<file path="src/rtl/alu_sched_pkg.sv">
// Shared opcodes, FSM state and command record for the round-robin ALU scheduler.
package alu_sched_pkg;

    localparam logic [2:0] OP_NOT = 3'd0;
    localparam logic [2:0] OP_AND = 3'd1;
    localparam logic [2:0] OP_OR  = 3'd2;
    localparam logic [2:0] OP_XOR = 3'd3;
    localparam logic [2:0] OP_SHL = 3'd4;
    localparam logic [2:0] OP_SHR = 3'd5;
    localparam logic [2:0] OP_CUT = 3'd6;
    localparam logic [2:0] OP_ADD = 3'd7;

    typedef enum logic {
        ST_EMPTY = 1'b0,
        ST_FULL  = 1'b1
    } state_t;

    typedef struct packed {
        logic [2:0]  opcode;
        logic [31:0] a;
        logic [31:0] b;
        logic        cin;
    } alu_cmd_t;

endpackage

</file>
<file path="src/rtl/alu_rr_scheduler_if.sv">
// Request/response bundle between the requesters, the consumer and the scheduler.
interface alu_sched_if #(
    parameter int NUM_REQ = 4,
    parameter int CNT_W   = 16
);
    localparam int ID_W = $clog2(NUM_REQ);

    logic [NUM_REQ-1:0]    req_valid;
    logic [NUM_REQ-1:0]    req_ready;
    logic [3*NUM_REQ-1:0]  req_opcode;
    logic [32*NUM_REQ-1:0] req_a;
    logic [32*NUM_REQ-1:0] req_b;
    logic [NUM_REQ-1:0]    req_cin;
    logic                  rsp_valid;
    logic                  rsp_ready;
    logic [ID_W-1:0]       rsp_id;
    logic [31:0]           rsp_result;
    logic                  rsp_cout;
    logic [CNT_W-1:0]      op_count;

    modport master (
        output req_valid, req_opcode, req_a, req_b, req_cin, rsp_ready,
        input  req_ready, rsp_valid, rsp_id, rsp_result, rsp_cout, op_count
    );

    modport slave (
        input  req_valid, req_opcode, req_a, req_b, req_cin, rsp_ready,
        output req_ready, rsp_valid, rsp_id, rsp_result, rsp_cout, op_count
    );

endinterface

</file>
<file path="src/rtl/alu_32bit_unsigned.sv">
// Combinational 32-bit unsigned ALU; shift amount is b[4:0], carry-out only from ADD.
module alu_32bit_unsigned
    import alu_sched_pkg::*;
(
    input  logic [2:0]  opcode,
    input  logic [31:0] a,
    input  logic [31:0] b,
    input  logic        cin,
    output logic [31:0] result,
    output logic        cout
);
    logic [4:0] n;

    assign n = b[4:0];

    always_comb begin
        result = '0;
        cout   = 1'b0;
        case (opcode)
            OP_NOT: result = ~a;
            OP_AND: result = a & b;
            OP_OR:  result = a | b;
            OP_XOR: result = a ^ b;
            OP_SHL: result = a << n;
            OP_SHR: result = a >> n;
            // keep the low n bits of a; n=0 leaves nothing
            OP_CUT: result = a & ~(32'hFFFF_FFFF << n);
            OP_ADD: {cout, result} = {1'b0, a} + {1'b0, b} + {32'd0, cin};
            default: result = '0;
        endcase
    end

endmodule

</file>
<file path="src/rtl/alu_rr_scheduler_arbiter.sv">
// Round-robin arbiter: searches ptr+1, ptr+2, ... mod N and grants the first requester found.
module rr_arbiter #(
    parameter int N = 4
) (
    input  logic [N-1:0]         req,
    input  logic [$clog2(N)-1:0] ptr,
    input  logic                 en,
    output logic [N-1:0]         gnt,
    output logic [$clog2(N)-1:0] gnt_idx,
    output logic                 any
);
    localparam int IW = $clog2(N);

    logic [IW-1:0] cand_idx [N];
    logic          found;

    for (genvar gi = 0; gi < N; gi++) begin : g_cand
        logic [IW:0] sum;
        assign sum           = {1'b0, ptr} + (IW+1)'(gi + 1);
        assign cand_idx[gi]  = (sum >= (IW+1)'(N)) ? IW'(sum - (IW+1)'(N)) : IW'(sum);
    end

    always_comb begin
        found   = 1'b0;
        gnt_idx = '0;
        for (int k = 0; k < N; k++) begin
            if (!found && req[cand_idx[k]]) begin
                found   = 1'b1;
                gnt_idx = cand_idx[k];
            end
        end
    end

    always_comb begin
        gnt = '0;
        if (en && found) begin
            gnt[gnt_idx] = 1'b1;
        end
    end

    assign any = found;

endmodule

</file>
<file path="src/rtl/alu_rr_scheduler.sv">
// Shares one ALU among NUM_REQ requesters with round-robin grant and a one-deep
// registered, tagged response slot that can be drained and refilled in the same cycle.
module alu_rr_scheduler
    import alu_sched_pkg::*;
#(
    parameter int NUM_REQ = 4,
    parameter int CNT_W   = 16
) (
    input  logic       clk,
    input  logic       rst_n,
    alu_sched_if.slave bus
);
    localparam int ID_W = $clog2(NUM_REQ);

    alu_cmd_t           cmd_arr [NUM_REQ];
    alu_cmd_t           sel_cmd;
    logic [NUM_REQ-1:0] gnt;
    logic [ID_W-1:0]    gnt_idx;
    logic [ID_W-1:0]    rr_ptr_reg;
    logic [ID_W-1:0]    rsp_id_reg;
    logic [31:0]        rsp_result_reg;
    logic               rsp_cout_reg;
    logic [CNT_W-1:0]   op_count_reg;
    logic [31:0]        alu_result;
    logic               alu_cout;
    logic               any_valid;
    logic               rsp_valid;
    logic               slot_free;
    logic               grant_en;
    logic               accept;
    logic               drain;
    state_t             state_reg;
    state_t             state_next;

    for (genvar gi = 0; gi < NUM_REQ; gi++) begin : g_unpack
        assign cmd_arr[gi] = {bus.req_opcode[3*gi +: 3], bus.req_a[32*gi +: 32],
                              bus.req_b[32*gi +: 32], bus.req_cin[gi]};
    end

    assign rsp_valid = (state_reg == ST_FULL);
    assign slot_free = !rsp_valid || bus.rsp_ready;
    // no grants are offered while reset is held, even though the slot reads empty
    assign grant_en  = slot_free && rst_n;
    assign drain     = rsp_valid && bus.rsp_ready;

    rr_arbiter #(.N(NUM_REQ)) u_arb (
        .req     (bus.req_valid),
        .ptr     (rr_ptr_reg),
        .en      (grant_en),
        .gnt     (gnt),
        .gnt_idx (gnt_idx),
        .any     (any_valid)
    );

    assign accept        = grant_en && any_valid;
    assign bus.req_ready = gnt;
    assign sel_cmd       = cmd_arr[gnt_idx];

    alu_32bit_unsigned u_alu (
        .opcode (sel_cmd.opcode),
        .a      (sel_cmd.a),
        .b      (sel_cmd.b),
        .cin    (sel_cmd.cin),
        .result (alu_result),
        .cout   (alu_cout)
    );

    always_ff @(posedge clk or negedge rst_n) begin
        if (!rst_n) begin
            state_reg <= ST_EMPTY;
        end else begin
            state_reg <= state_next;
        end
    end

    always_comb begin
        state_next = state_reg;
        case (state_reg)
            ST_EMPTY: if (accept)           state_next = ST_FULL;
            ST_FULL:  if (drain && !accept) state_next = ST_EMPTY;
            default:  state_next = ST_EMPTY;
        endcase
    end

    always_ff @(posedge clk or negedge rst_n) begin
        if (!rst_n) begin
            rsp_id_reg     <= '0;
            rsp_result_reg <= '0;
            rsp_cout_reg   <= 1'b0;
            rr_ptr_reg     <= ID_W'(NUM_REQ - 1);
        end else if (accept) begin
            rsp_id_reg     <= gnt_idx;
            rsp_result_reg <= alu_result;
            rsp_cout_reg   <= alu_cout;
            rr_ptr_reg     <= gnt_idx;
        end
    end

    always_ff @(posedge clk or negedge rst_n) begin
        if (!rst_n) begin
            op_count_reg <= '0;
        end else if (drain) begin
            op_count_reg <= op_count_reg + 1'b1;
        end
    end

    assign bus.rsp_valid  = rsp_valid;
    assign bus.rsp_id     = rsp_id_reg;
    assign bus.rsp_result = rsp_result_reg;
    assign bus.rsp_cout   = rsp_cout_reg;
    assign bus.op_count   = op_count_reg;

endmodule

</file>
<file path="src/flat_wrapper.sv">
// flat-port wrapper written by rule: the top's interface ports become plain ports
module alu_rr_scheduler_flat import alu_sched_pkg::*;
#(
    parameter int NUM_REQ = 4,
    parameter int CNT_W   = 16
)
  (clk, rst_n, bus_req_valid, bus_req_opcode, bus_req_a, bus_req_b, bus_req_cin, bus_rsp_ready, bus_req_ready, bus_rsp_valid, bus_rsp_id, bus_rsp_result, bus_rsp_cout, bus_op_count);
  alu_sched_if #(.NUM_REQ(NUM_REQ), .CNT_W(CNT_W)) bus_i ();
  input  logic clk;
  input  logic rst_n;
  input wire logic [$bits(bus_i.req_valid)-1:0] bus_req_valid;
  input wire logic [$bits(bus_i.req_opcode)-1:0] bus_req_opcode;
  input wire logic [$bits(bus_i.req_a)-1:0] bus_req_a;
  input wire logic [$bits(bus_i.req_b)-1:0] bus_req_b;
  input wire logic [$bits(bus_i.req_cin)-1:0] bus_req_cin;
  input wire logic [$bits(bus_i.rsp_ready)-1:0] bus_rsp_ready;
  output wire logic [$bits(bus_i.req_ready)-1:0] bus_req_ready;
  output wire logic [$bits(bus_i.rsp_valid)-1:0] bus_rsp_valid;
  output wire logic [$bits(bus_i.rsp_id)-1:0] bus_rsp_id;
  output wire logic [$bits(bus_i.rsp_result)-1:0] bus_rsp_result;
  output wire logic [$bits(bus_i.rsp_cout)-1:0] bus_rsp_cout;
  output wire logic [$bits(bus_i.op_count)-1:0] bus_op_count;
  assign bus_i.req_valid = bus_req_valid;
  assign bus_i.req_opcode = bus_req_opcode;
  assign bus_i.req_a = bus_req_a;
  assign bus_i.req_b = bus_req_b;
  assign bus_i.req_cin = bus_req_cin;
  assign bus_i.rsp_ready = bus_rsp_ready;
  assign bus_req_ready = bus_i.req_ready;
  assign bus_rsp_valid = bus_i.rsp_valid;
  assign bus_rsp_id = bus_i.rsp_id;
  assign bus_rsp_result = bus_i.rsp_result;
  assign bus_rsp_cout = bus_i.rsp_cout;
  assign bus_op_count = bus_i.op_count;
  alu_rr_scheduler #(.NUM_REQ(NUM_REQ), .CNT_W(CNT_W)) u_core (.clk(clk), .rst_n(rst_n), .bus(bus_i));
endmodule
</file>
<file path="config.mk">
export PLATFORM = sky130hd
export DESIGN_NAME = alu_rr_scheduler_flat
export DESIGN_NICKNAME = d
export VERILOG_FILES = /design/src/rtl/alu_sched_pkg.sv /design/src/rtl/alu_rr_scheduler_if.sv /design/src/rtl/alu_32bit_unsigned.sv /design/src/rtl/alu_rr_scheduler_arbiter.sv /design/src/rtl/alu_rr_scheduler.sv /design/src/flat_wrapper.sv
export SDC_FILE = /design/constraint.sdc
export NUM_CORES = 1
export LEC_CHECK = 0
export CORE_ASPECT_RATIO = 1.25
export CORE_MARGIN = 2
export CORE_UTILIZATION = 45
export CTS_CLUSTER_DIAMETER = 40
export DETAILED_ROUTE_END_ITERATION = 16
export PLACE_DENSITY = 0.86
export SLEW_MARGIN = 10
export SYNTH_ARGS = -nofsm -noshare
export SYNTH_HDL_FRONTEND = slang
export SYNTH_SLANG_ARGS = --single-unit
</file>
<file path="constraint.sdc">
create_clock -name clk -period 8.05 [get_ports clk]
set_clock_uncertainty 0.2 [all_clocks]
set_input_delay 1.2075 -clock clk [delete_from_list [all_inputs] [get_ports clk]]
set_output_delay 1.2075 -clock clk [all_outputs]
set_load 0.01 [all_outputs]
</file>
==> results of run 1 <==
per-stage QoR:
stage	setup slack [ns]	power [µW]	instance area (µm²)	instances	hold WS, ns
5_1_grt	0.8379	5346	14970	2223	0.3215
4_1_cts	1.261	4895	14970	2223	0.2961
3_3_place_gp	1.107	4599	14820	2215	0.2618
2_1_floorplan	1.872	3087	11240	1626	0.3047
6_report	1.102	5143	14970	2223	0.2912
3_5_place_dp	0.9445	4623	14820	2215	0.2768
layout by cell type, fill, tap and decap left out, types with 27 or more instances in the layout:
cell type	count
buf_4	53
a211oi_1	31
a21oi_1	155
ha_1	65
o21ai_0	94
inv_1	65
mux2i_1	78
nand3_1	57
a31oi_1	38
mux4_2	30
nor2_1	119
o22ai_1	44
dfrtp_1	52
clkdlybuf4s50_1	333
nand2_1	307
xnor2_1	27
per-layer routing:
metal / track usage / share of wire / wire [µm] / vias to the layer above
met1: 0.5549 / 0.34 / 22280 / 6984
met2: 0.7596 / 0.44 / 28830 / 1365
met3: 0.1177 / 0.12 / 7804 / 350
met4: 0.3820 / 0.099 / 6454 / 0
li1: - / - / - / 6491
met5: 0 / 0 / 0 / -
cells in the mapped netlist (all sizes together) (8+ instances only):
cell and instances:
nand2 307, a21oi 158, nor2 123, o21ai 102
mux2i 80, buf 73, inv 70, ha 65
nand3 57, clkbuf 56, dfrtp 52, o22ai 44
a31oi 38, a211oi 32, mux4 32, nor3 28
xnor2 27, o211ai 26, and3 24, a221oi 22
a21o 19, mux2 18, xor2 15, o221ai 14
and2 12, nor2b 11, nand2b 10, o2111ai 9
nand4 8
tightest hold or removal path, delay by kind of cell, from the launching register on:
family          cells  cell delay [ns]
simple gates        1             0.05
flops               1             0.35
compound gates      1             0.06
power groups by stage:
| stage | sequential [µW] | clock (µW) | combinational, µW |
|---|---|---|---|
| 5_1_grt | 475 | 271 | 4600 |
| 2_1_floorplan | 484 | 0 | 2600 |
| 3_5_place_dp | 468 | 0 | 4160 |
| 3_3_place_gp | 462 | 0 | 4140 |
| 6_report | 466 | 260 | 4420 |
| 4_1_cts | 462 | 256 | 4180 |
kinds of logic (layout without fill, tap and decap cells):
group                    count (synthesis)  after routing  share of synthesized area
XOR/XNOR                                42             42                    0.03273
multiplexers                           130            130                     0.1547
buffers and inverters                  203            470                    0.08114
AND/OR/NAND/NOR                        602            602                     0.2340
flip-flops                              54             54                     0.1204
AO/OA/AOI/OAI                          528            528                     0.3011
adder cells (fa/ha/maj)                 67             67                    0.07591
worst max path at each step:
stage,startpoint,cells past startpoint,endpoint,slack [ns]
after floorplan,bus_req_valid[0],26,u_core.bus.rsp_result[25],1.87
after global placement,bus_req_valid[1],19,u_core.bus.rsp_result[27],1.11
after detailed placement,bus_req_valid[1],19,u_core.bus.rsp_result[27],0.94
after CTS,bus_req_valid[1],18,u_core.bus.rsp_result[22],1.26
after global routing,bus_req_valid[1],18,u_core.bus.rsp_result[22],0.84
final,bus_req_valid[1],18,u_core.bus.rsp_result[22],1.10
cell type report:
cell class	instances	area [µm²]	share of cell area
clock buffers	5	125.1	0.008356
inverters	74	277.8	0.01855
well taps	330	412.9	0.02757
flip-flops and latches	54	1354	0.09041
multi-input cells	1369	9020	0.6024
clock inverters	3	28.78	0.001922
repair buffers	388	3756	0.2508
==> results.ini, run 1 <==
[outcome]
status=finished, final reports clean

[setup_path]
critical_path_peak_fanout=33
reg2reg_to=u_core.bus.rsp_result[22]
crit_path_end_kind=flip-flop
crit_buf_inv=1
slowest_delay_ns=0.61
r2r_cells=17
cp.arrival_ns=6.96
r2r_start=u_core.rr_ptr_reg[1]
crit_family=compound AO/OA/AOI/OAI gates
rrSetupSlack_ns=2.03
required_ns=8.06
startpoint_type=input port
path_cells=clkdlybuf4s50_1 -> nand2b_1 -> o22ai_1 -> or2_4 -> mux4_2 -> fa_1 -> fa_1 -> a21o_1 -> a21oi_1 -> nand2b_1 -> nand3_1 -> a211oi_1 -> nor2b_1 -> a211o_1 -> a221oi_1 -> xnor2_1 -> nand2_1 -> a221oi_1
cp_slowest_cell=mux4_2
path_class=in -> reg

[global_routing]
grt_start_max_net_pins=76
antenna_found_initial=2
gr-total-overflow=0
grt_pass1_wl_um=94680
grt_pass1_vias=14612
grt.total_usage=0.4805

[die]
rows=64
fp.coreArea_um2=24500
die_w_um=145.4
initial_core_util=0.4587
ios=335
fp.dieH_um=180.7
dieArea_um2=26270

[routing]
vias=15190
viasPerCell=6.833
first_pass_iters=9
postRouteAntennaNets=0
route.detailed.drc=0
wl_per_cell_um=29.40
drt-total-wl_um=65370
drtIter0Drc=2258

[cts]
cts-buffers-inserted=5
cts_tree=yes
clk_latency_ns=0.32
clkSlewWorstSetupHoldPaths_ns=0.09
postCtsSetupBuffers=0
cts_resized=0
clock_tree.htree_level_count=2
cts_buffer_depth=2
root_buffer=clkbuf_16
cts-hold-fix-buffers=0
cts.sinks=54

[min_path]
min_path_cells=2
worstHoldEndpoint=u_core.bus.rsp_result[26]
hold_path_class=reg -> reg
min_from=u_core.bus.rsp_result[26]

[sta]
worst_slew_pin_slew_ns=1.140
period_minus_slack_ns=6.948
finalSetupViolCount=0
max_freq_mhz=143.9
rsz0062_at_grt=false
fin_tns_setup_ns=0
maxSlewViolCount=0
hold_violations=0
finalCritPeriodShare=0.8631
slew-limit-headroom=0.2363

[power]
combPwrFrac=0.859
ir_worst_vdd_mv=0.1891
p_int_uw=2042
pwr-share-clk=0.051
power_density_nw_per_um2=343.4
p_sw_frac=0.6029
p_switching_uw=3101
power.leakage_uw=0.006246
pwr-share-seq=0.091

[synth]
synth_area_um2=11240
synth-seq-area-share=0.1204
avgSynthCellArea_um2=6.913
yosysWarnings=0
syn_inst=1626
syn-num-nets=1972
synth_top_area_frac=0.1158
synthArstFlopShare=1.000
ys_ff_latch=54
yosysTopAreaCell=dfrtp_1
synthFlopType=dfrtp_1
synth_cell_type_count=85
synth_edf_count=0
synth_area_leaders=dfrtp_1 12%, nand2_1 10%, ha_1 7.2%, mux2i_1 6.9%, a21oi_1 6.9%

[final_layout]
diodes=0
drive_above_1_share=0.07818
nets=2238
fillers=2258
largest_reg_flops=32
syn_to_final_growth_pct=33.21
fin_util=0.6111

[place]
io_buffers=334
gp_congestion=1.092
dp_hpwl_um=50580

[flow_run]
cap_violations=0

(Power assumes the default switching activity.)
==> inputs of run 2 (changes only) <==
--- a/config.mk
+++ b/config.mk
@@ -10,6 +10,7 @@
 export CORE_UTILIZATION = 45
 export CTS_CLUSTER_DIAMETER = 40
 export DETAILED_ROUTE_END_ITERATION = 16
+export HOLD_SLACK_MARGIN = 0.15
 export PLACE_DENSITY = 0.86
 export SLEW_MARGIN = 10
 export SYNTH_ARGS = -nofsm -noshare
==> results of run 2 <==
Same layout as run 1: the final DEF is identical, and so are final timing and power.
